File: config.mk
export PLATFORM = sky130hd
export DESIGN_NAME = div_unit
export DESIGN_NICKNAME = d
export VERILOG_FILES = /design/src/rtl/div_unit.sv
export SDC_FILE = /design/constraint.sdc
export NUM_CORES = 1
export LEC_CHECK = 0
export ABC_AREA = 1
export BUFFER_PORTS_ARGS = -buffer_cell sky130_fd_sc_hd__buf_2
export CORE_ASPECT_RATIO = 0.9
export CORE_MARGIN = 2
export CORE_UTILIZATION = 52
export CTS_BUF_LIST = sky130_fd_sc_hd__clkbuf_4 sky130_fd_sc_hd__clkbuf_8 sky130_fd_sc_hd__clkbuf_16
export CTS_CLUSTER_SIZE = 30
export DETAILED_ROUTE_END_ITERATION = 6
export PLACE_DENSITY = 0.82
export SLEW_MARGIN = 20
export SYNTH_ARGS = -nofsm -noshare
export SYNTH_HDL_FRONTEND = slang
export SYNTH_SLANG_ARGS = --single-unit
File: constraint.sdc
create_clock -name clk_i -period 9.6 [get_ports clk_i]
set_input_delay 0 -clock clk_i [delete_from_list [all_inputs] [get_ports clk_i]]
set_output_delay 0 -clock clk_i [all_outputs]
set_load 0.005 [all_outputs]
File: src/rtl/div_unit.sv
// div_unit: iterative RV32M divider (DIV/DIVU/REM/REMU), restoring shift-subtract, one quotient bit per cycle
module div_unit #(
    parameter int XLEN = 32
) (
    input  logic            clk_i,
    input  logic            rst_i,
    input  logic            start_i,
    input  logic [1:0]      op_i,
    input  logic [XLEN-1:0] src_a_i,
    input  logic [XLEN-1:0] src_b_i,
    input  logic            flush_i,
    output logic            busy_o,
    output logic            valid_o,
    output logic [XLEN-1:0] result_o
);
    localparam int CW = $clog2(XLEN) + 1;

    typedef enum logic [1:0] {IDLE, RUN, DONE} state_t;

    state_t          state_q, state_d;
    logic [CW-1:0]   cnt_q, cnt_d;
    logic [XLEN-1:0] quot_q, quot_d;
    logic [XLEN-1:0] rem_q, rem_d;
    logic [XLEN-1:0] div_q, div_d;
    logic [XLEN-1:0] result_q, result_d;
    logic [1:0]      op_q, op_d;
    logic            negq_q, negq_d;
    logic            negr_q, negr_d;

    logic            sgn, a_neg, b_neg, ovf;
    logic [XLEN-1:0] a_abs, b_abs, fast_res;
    logic [XLEN:0]   rem_sh, diff;
    logic [XLEN-1:0] quot_n, rem_n, q_fin, r_fin;

    // Operand conditioning, one restoring step, and next-state / datapath selection
    always_comb begin
        sgn      = ~op_i[0];
        a_neg    = sgn & src_a_i[XLEN-1];
        b_neg    = sgn & src_b_i[XLEN-1];
        a_abs    = a_neg ? -src_a_i : src_a_i;
        b_abs    = b_neg ? -src_b_i : src_b_i;
        ovf      = sgn && (src_a_i == {1'b1, {(XLEN-1){1'b0}}}) && (&src_b_i);
        fast_res = (src_b_i == '0) ? (op_i[1] ? src_a_i : '1) : (op_i[1] ? '0 : src_a_i);
        rem_sh   = {rem_q, quot_q[XLEN-1]};
        diff     = rem_sh - {1'b0, div_q};
        rem_n    = diff[XLEN] ? rem_sh[XLEN-1:0] : diff[XLEN-1:0];
        quot_n   = {quot_q[XLEN-2:0], ~diff[XLEN]};
        q_fin    = negq_q ? -quot_n : quot_n;
        r_fin    = negr_q ? -rem_n : rem_n;
        state_d  = state_q;
        cnt_d    = cnt_q;
        quot_d   = quot_q;
        rem_d    = rem_q;
        div_d    = div_q;
        result_d = result_q;
        op_d     = op_q;
        negq_d   = negq_q;
        negr_d   = negr_q;
        if (flush_i) begin
            state_d = IDLE;
        end else if (start_i && state_q != RUN) begin
            op_d   = op_i;
            quot_d = a_abs;
            rem_d  = '0;
            div_d  = b_abs;
            negq_d = a_neg ^ b_neg;
            negr_d = a_neg;
            cnt_d  = CW'(XLEN);
            if (src_b_i == '0 || ovf) begin
                state_d  = DONE;
                result_d = fast_res;
            end else begin
                state_d = RUN;
            end
        end else if (state_q == RUN) begin
            quot_d = quot_n;
            rem_d  = rem_n;
            cnt_d  = cnt_q - 1'b1;
            if (cnt_q == CW'(1)) begin
                state_d  = DONE;
                result_d = op_q[1] ? r_fin : q_fin;
            end
        end else if (state_q == DONE) begin
            state_d = IDLE;
        end
    end

    // State and datapath registers
    always_ff @(posedge clk_i) begin
        if (rst_i) begin
            state_q  <= IDLE;
            cnt_q    <= '0;
            quot_q   <= '0;
            rem_q    <= '0;
            div_q    <= '0;
            result_q <= '0;
            op_q     <= '0;
            negq_q   <= 1'b0;
            negr_q   <= 1'b0;
        end else begin
            state_q  <= state_d;
            cnt_q    <= cnt_d;
            quot_q   <= quot_d;
            rem_q    <= rem_d;
            div_q    <= div_d;
            result_q <= result_d;
            op_q     <= op_d;
            negq_q   <= negq_d;
            negr_q   <= negr_d;
        end
    end

    assign busy_o   = (state_q == RUN);
    assign valid_o  = (state_q == DONE);
    assign result_o = result_q;
endmodule

# Word-level counts from Yosys, hierarchy flattened
# Index checks and enable logic that the tools add are counted.
[totals]
inputBits = 70
mem_bits_rw = 0
ff_bits = 140
out_inout_bits = 34
elab_cells = 66
mem_count = 0
romBits = 0
latchBits = 0
[classes]
bitwise_logic = 6
div_mod_pow = 0
order_cmp = 0
n_reduce_logical = 14
n_mul = 0
mux = 24
n_addsub = 6
shifts = 0
n_eq_ne = 7
[ops]
columns = ["op", "n"]
rows = [
  ["$mux W32", 17],
  ["$neg A32 Y32", 4],
  ["$sub A33 B32 Y33", 1],
  ["$eq A32 B32 Y1 const B", 1],
  ["$logic_not A32 Y1", 1],
  ["$reduce_and A32 Y1", 1],
  ["$mux W6", 2],
  ["$mux W2", 5],
  ["$eq A6 B1 Y1 const B", 1],
  ["$reduce_and A2 Y1", 3],
  ["$sub A6 B1 Y6 const B", 1],
  ["$ne A2 B1 Y1 const B", 2],
  ["$reduce_and A4 Y1", 1],
  ["$reduce_bool A2 Y1", 2],
  ["$logic_and A1 B1 Y1", 3],
  ["$ne A3 B1 Y1 const B", 1],
  ["$not A1 Y1", 3],
  ["$reduce_bool A3 Y1", 1],
  ["$and A1 B1 Y1", 2],
  ["$eq A2 B1 Y1 const B", 1],
  ["$eq A2 B2 Y1 const B", 1],
  ["$reduce_or A2 Y1", 1],
  ["$logic_or A1 B1 Y1", 1],
  ["$xor A1 B1 Y1", 1],
]

# Depth between registers and ports, before layout
[logic_depth]
depth_word = 8
ltp_mapped = 36
ltp_nobuf = 34

# Worst setup path before layout
# OpenSTA, ideal clock, no wires.
[synth_path]
path_type = "register -> register"
start = "register quot_q[31]"
end = "register result_q[30], in the netlist result_o[30]"
path_stages_with_launch = 37
setup_slack_ns = 5.638
n_path_buf = 2
period_less_slack_ns = 3.962
arrival_ns = 3.840
required_time_ns = 9.478
cell_sequence = "dfxtp_1 inv_1 ha_1 fa_1 inv_1 nand2_1 nand2_1 nand3_1 nand2_2 nand2_2 nand2_4 nand2_4 nand2_4 nand2_8 nand2_8 buf_8 buf_6 ha_1 inv_1 nor3_1 nand2_1 inv_1 nand3_1 inv_1 nand3_1 inv_1 nand3_1 nand2_1 o21ai_0 nor2_1 o21ai_0 nor2_1 a21oi_1 o21ai_0 nand2_1 nand2_1 a21oi_2"
[synth_between]
elab_chain_len = 8
word_cells_on_any_way = 11
cone_classes = "3 x add/sub; 7 x mux; 1 x bitwise"
[synth_lines]
columns = ["item", "line", "source"]
rows = [
  ["from (decl)", "22", "logic [XLEN-1:0] quot_q, quot_d;"],
  ["from (signal assigned)", "103", "quot_q <= quot_d;"],
  ["$sub A33 B32 Y33", "45", "diff = rem_sh - {1'b0, div_q};"],
  ["$mux W32 / $not A1 Y1 (equally long branches)", "46, 47", ""],
  ["$neg A32 Y32 (on tied branches)", "49, 48", ""],
  ["$mux W32 (on tied branches)", "49, 48", ""],
  ["$mux W32 *", "81", "result_d = op_q[1] ? r_fin : q_fin;"],
  ["$mux W32 *", "79", "if (cnt_q == CW'(1)) begin"],
  ["$mux W32 *", "75", "end else if (state_q == RUN) begin"],
  ["$mux W32 *", "61", "end else if (start_i && state_q != RUN) begin"],
  ["to (signal assigned)", "106", "result_q <= result_d;"],
  ["to (decl)", "25", "logic [XLEN-1:0] result_q, result_d;"],
]
# Every way passes the cells marked *; elsewhere a longest branch is shown, timed or not. The select of a mux whose other input is x is not followed.
# A chain may end at the register's enable or synchronous reset.

# Worst setup path in the final report
[layout_path]
start = "register quot_q[31]"
end = "register result_q[26], in the netlist result_o[26]"
# The elaborated chain is that of the path after synthesis.

==> out/metrics.csv <==
metric,value,unit
Met1 Wirelength,19.9,mm
"Slew Viols, Final",0,
endpoints failing setup,0,
Worst path max stage delay,0.42,ns
Crit path max-delay family,simple AND/OR/NAND/NOR gates,
area growth from synthesis to layout,13.4,%
CP Data Required Time,9.92,ns
Reg2Reg Depth,34,
worst path bufs/invs,7,
worst hold path stage count,3,
routed vias/inst,5.81,
failing checks,hold timing,
initial antenna violation count,0,
Final GP Congestion,0.978,
PostCTS Resize Cnt,0,
routed vias,15300,
row cnt,54,
clock period minus worst slack,4.77,ns
WL/cell,17.2,um
max layer used,met4,
Max Clock Freq,0.210,GHz
CP Depth,34,
Die Span Y,153,um
CTS tree,built,
Synth Net Count,2330,
hold crit path type,input pin to register,
Critical-path top delay cell,fa_1,
post-synthesis sequential area ratio,21.7,%
CTS H-Tree Depth,4,
Hold WS,-0.00504,ns
Die ar.,25900,sq um
share of cells above drive strength 1,9.58,%
share of the synthesized area in the top cell type,21.7,%
Setup Buffers After CTS,0,
Worst-path clk slew,0.06,ns
wire length on met2,20.4,mm
Final ANT Viol Nets,0,
cell accounting for the most synthesized area,dfxtp_1,
Port Buffers,103,
die width,169,um
clk buf depth,2,
critical path's most frequent cell,inv_1,
crit-path max FO,49,
Critical Path End Type,register,
Startpoint Class,register,
DP HPWL,33.5,mm
iteration-0 DRC count of the detailed router,2057,
"top cells by count, synth","nand2_1, inv_1, nor2_1",
ys async rst share,0,%
Worst IR Drop VDD,0.000177,V
CP Class,register to register,
Clock Latency Late Sink,0.45,ns
Yosys warning count,0,
post-route clock period utilization,49.7,%
Max-cap violations,0,
CTS root buf,clkbuf_16,
worst slew pin tran,1.06,ns
Boundary Pins,104,
Fin. Hold Viols,1,
synthesized cell area,12800,sq um
Rel. slew slack,29.1,%
unrepaired setup endpoints after global routing,false,
crit path DAT,5.09,ns
global-route wire length before repair,70.0,mm
met3 routed WL,3.88,mm
Avg Inst Size Synth,5.78,sq um
GRT Residual Overflow,0,
CTS sink cnt,139,
cts hold-fix bufs,51,
diodes inserted,0,
Tot GR Track Use,33.8,%
final setup skew,0.00959,ns
vias in the first global route,13400,
DRT Wirelength,45.2,mm
Post-synth EDFFs,0,
Pleak,7.23,nW
Initial Utilization,52.8,%
1st-pass router iterations,6,
synthesized flop and latch total,139,
Fillers,2343,
Synth Instances,2217,
Yosys cell types,51,
run status,"complete, but fails checks",
Layout Nets,2428,
Num CTS Buffers,17,
Power Dens Cells,145,nW/um^2
core footprint,24300,sq um
Synth Flop Type,dfxtp_1,
pin count of the biggest net entering global routing,81,
"count leader, synth",nand2_1,
DRC errors left,0,
post-route setup TNS,0,ns
top post-synthesis cells by area,"dfxtp_1, nand2_1, inv_1, a21oi_1, o21ai_0",
## worst paths after layout
path / startpoint / end / slack (ns)
max reg2reg: quot_q[31] / result_o[26] / 4.83
min reg2reg: rem_q[29] / rem_q[29] / 0.50
min: src_a_i[1] / result_o[1] / -0.005
max: quot_q[31] / result_o[26] / 4.83
## report_power, final
group          switching (mW)  total (mW)  internal [mW]
combinational           0.562       0.814          0.252
sequential             0.0192       0.624          0.605
clock                   0.264       0.675          0.411
## final cells by class
cell class / count / area [sq um] / area share, %
multi-input cells: 1685 / 8490 / 58.5
flip-flops and latches: 139 / 2780 / 19.2
repair buffers: 170 / 1150 / 7.89
inverters: 302 / 1130 / 7.80
clock buffers: 24 / 497 / 3.42
well taps: 308 / 385 / 2.65
clock inverters: 7 / 90.1 / 0.620
## state kept, by name, summed over array words and instances, names as in the netlist, 2 cells and up
signal	cells
cnt_q	6
div_q	32
quot_q	32
rem_q	32
result_o	32
state_q	2
## cell usage in the layout, fill, tap and decap left out, types with 7 or more instances in the layout
cell           Yosys  layout
o21bai_1           7       7
buf_4              4      16
nor3_1            33      33
buf_2             10     103
nor2_1           201     197
a21oi_1          182     181
o21ai_0          181     181
xor2_1            26      26
nand2_2           23      23
inv_1            293     293
or2_2              8       8
nand3b_1           9       9
nand2_4            7       7
ha_1              42      42
clkbuf_16          0      17
dlygate4sd3_1      0      51
a32o_1            13      13
nor2_2             6      10
nand3_1          147     147
nand4_1           25      25
o211ai_1          14      14
dfxtp_1          139     139
o22ai_1           30      30
nor4_1             9       9
xnor2_1           18      18
o21ai_1           17      17
a31oi_1           28      28
nand2_1          611     611
## worst min-delay path: cells and delay by family
family / cells / cell delay [ns]
buffers and inverters: 1 / 0.11
AOI/OAI and AO/OA: 2 / 0.28
## layer usage
| metal | GRT usage [%] | up-vias |
|---|---|---|
| met3 | 4.27 | 92 |
| met5 | 0 | - |
| li1 | - | 7429 |
| met4 | 9.52 | 0 |
| met2 | 54.0 | 834 |
| met1 | 47.9 | 6952 |
## cell families (layout without fill, tap and decap cells)
family | Yosys count | in the layout | synth area share, %
xor+xnor | 44 | 44 | 3.01
simple gates | 1096 | 1096 | 36.9
flops | 139 | 139 | 21.7
buf+inv | 393 | 503 | 12.1
compound gates | 502 | 502 | 22.0
fa+ha+maj | 43 | 43 | 4.26
## per-stage QoR
stage	worst slack (ns)	util [%]	power [mW]	instance area (sq um)	instances
CTS	4.93	59.9	2.08	14500	2635
floorplan	5.64	-	1.19	12800	2217
detailed placement	5.00	55.4	1.40	13400	2553
global route	4.29	59.9	2.22	14500	2635
finish	4.83	59.9	2.11	14500	2635
global placement	5.10	55.4	1.39	13400	2553
Power figures use the tool's default switching activity.
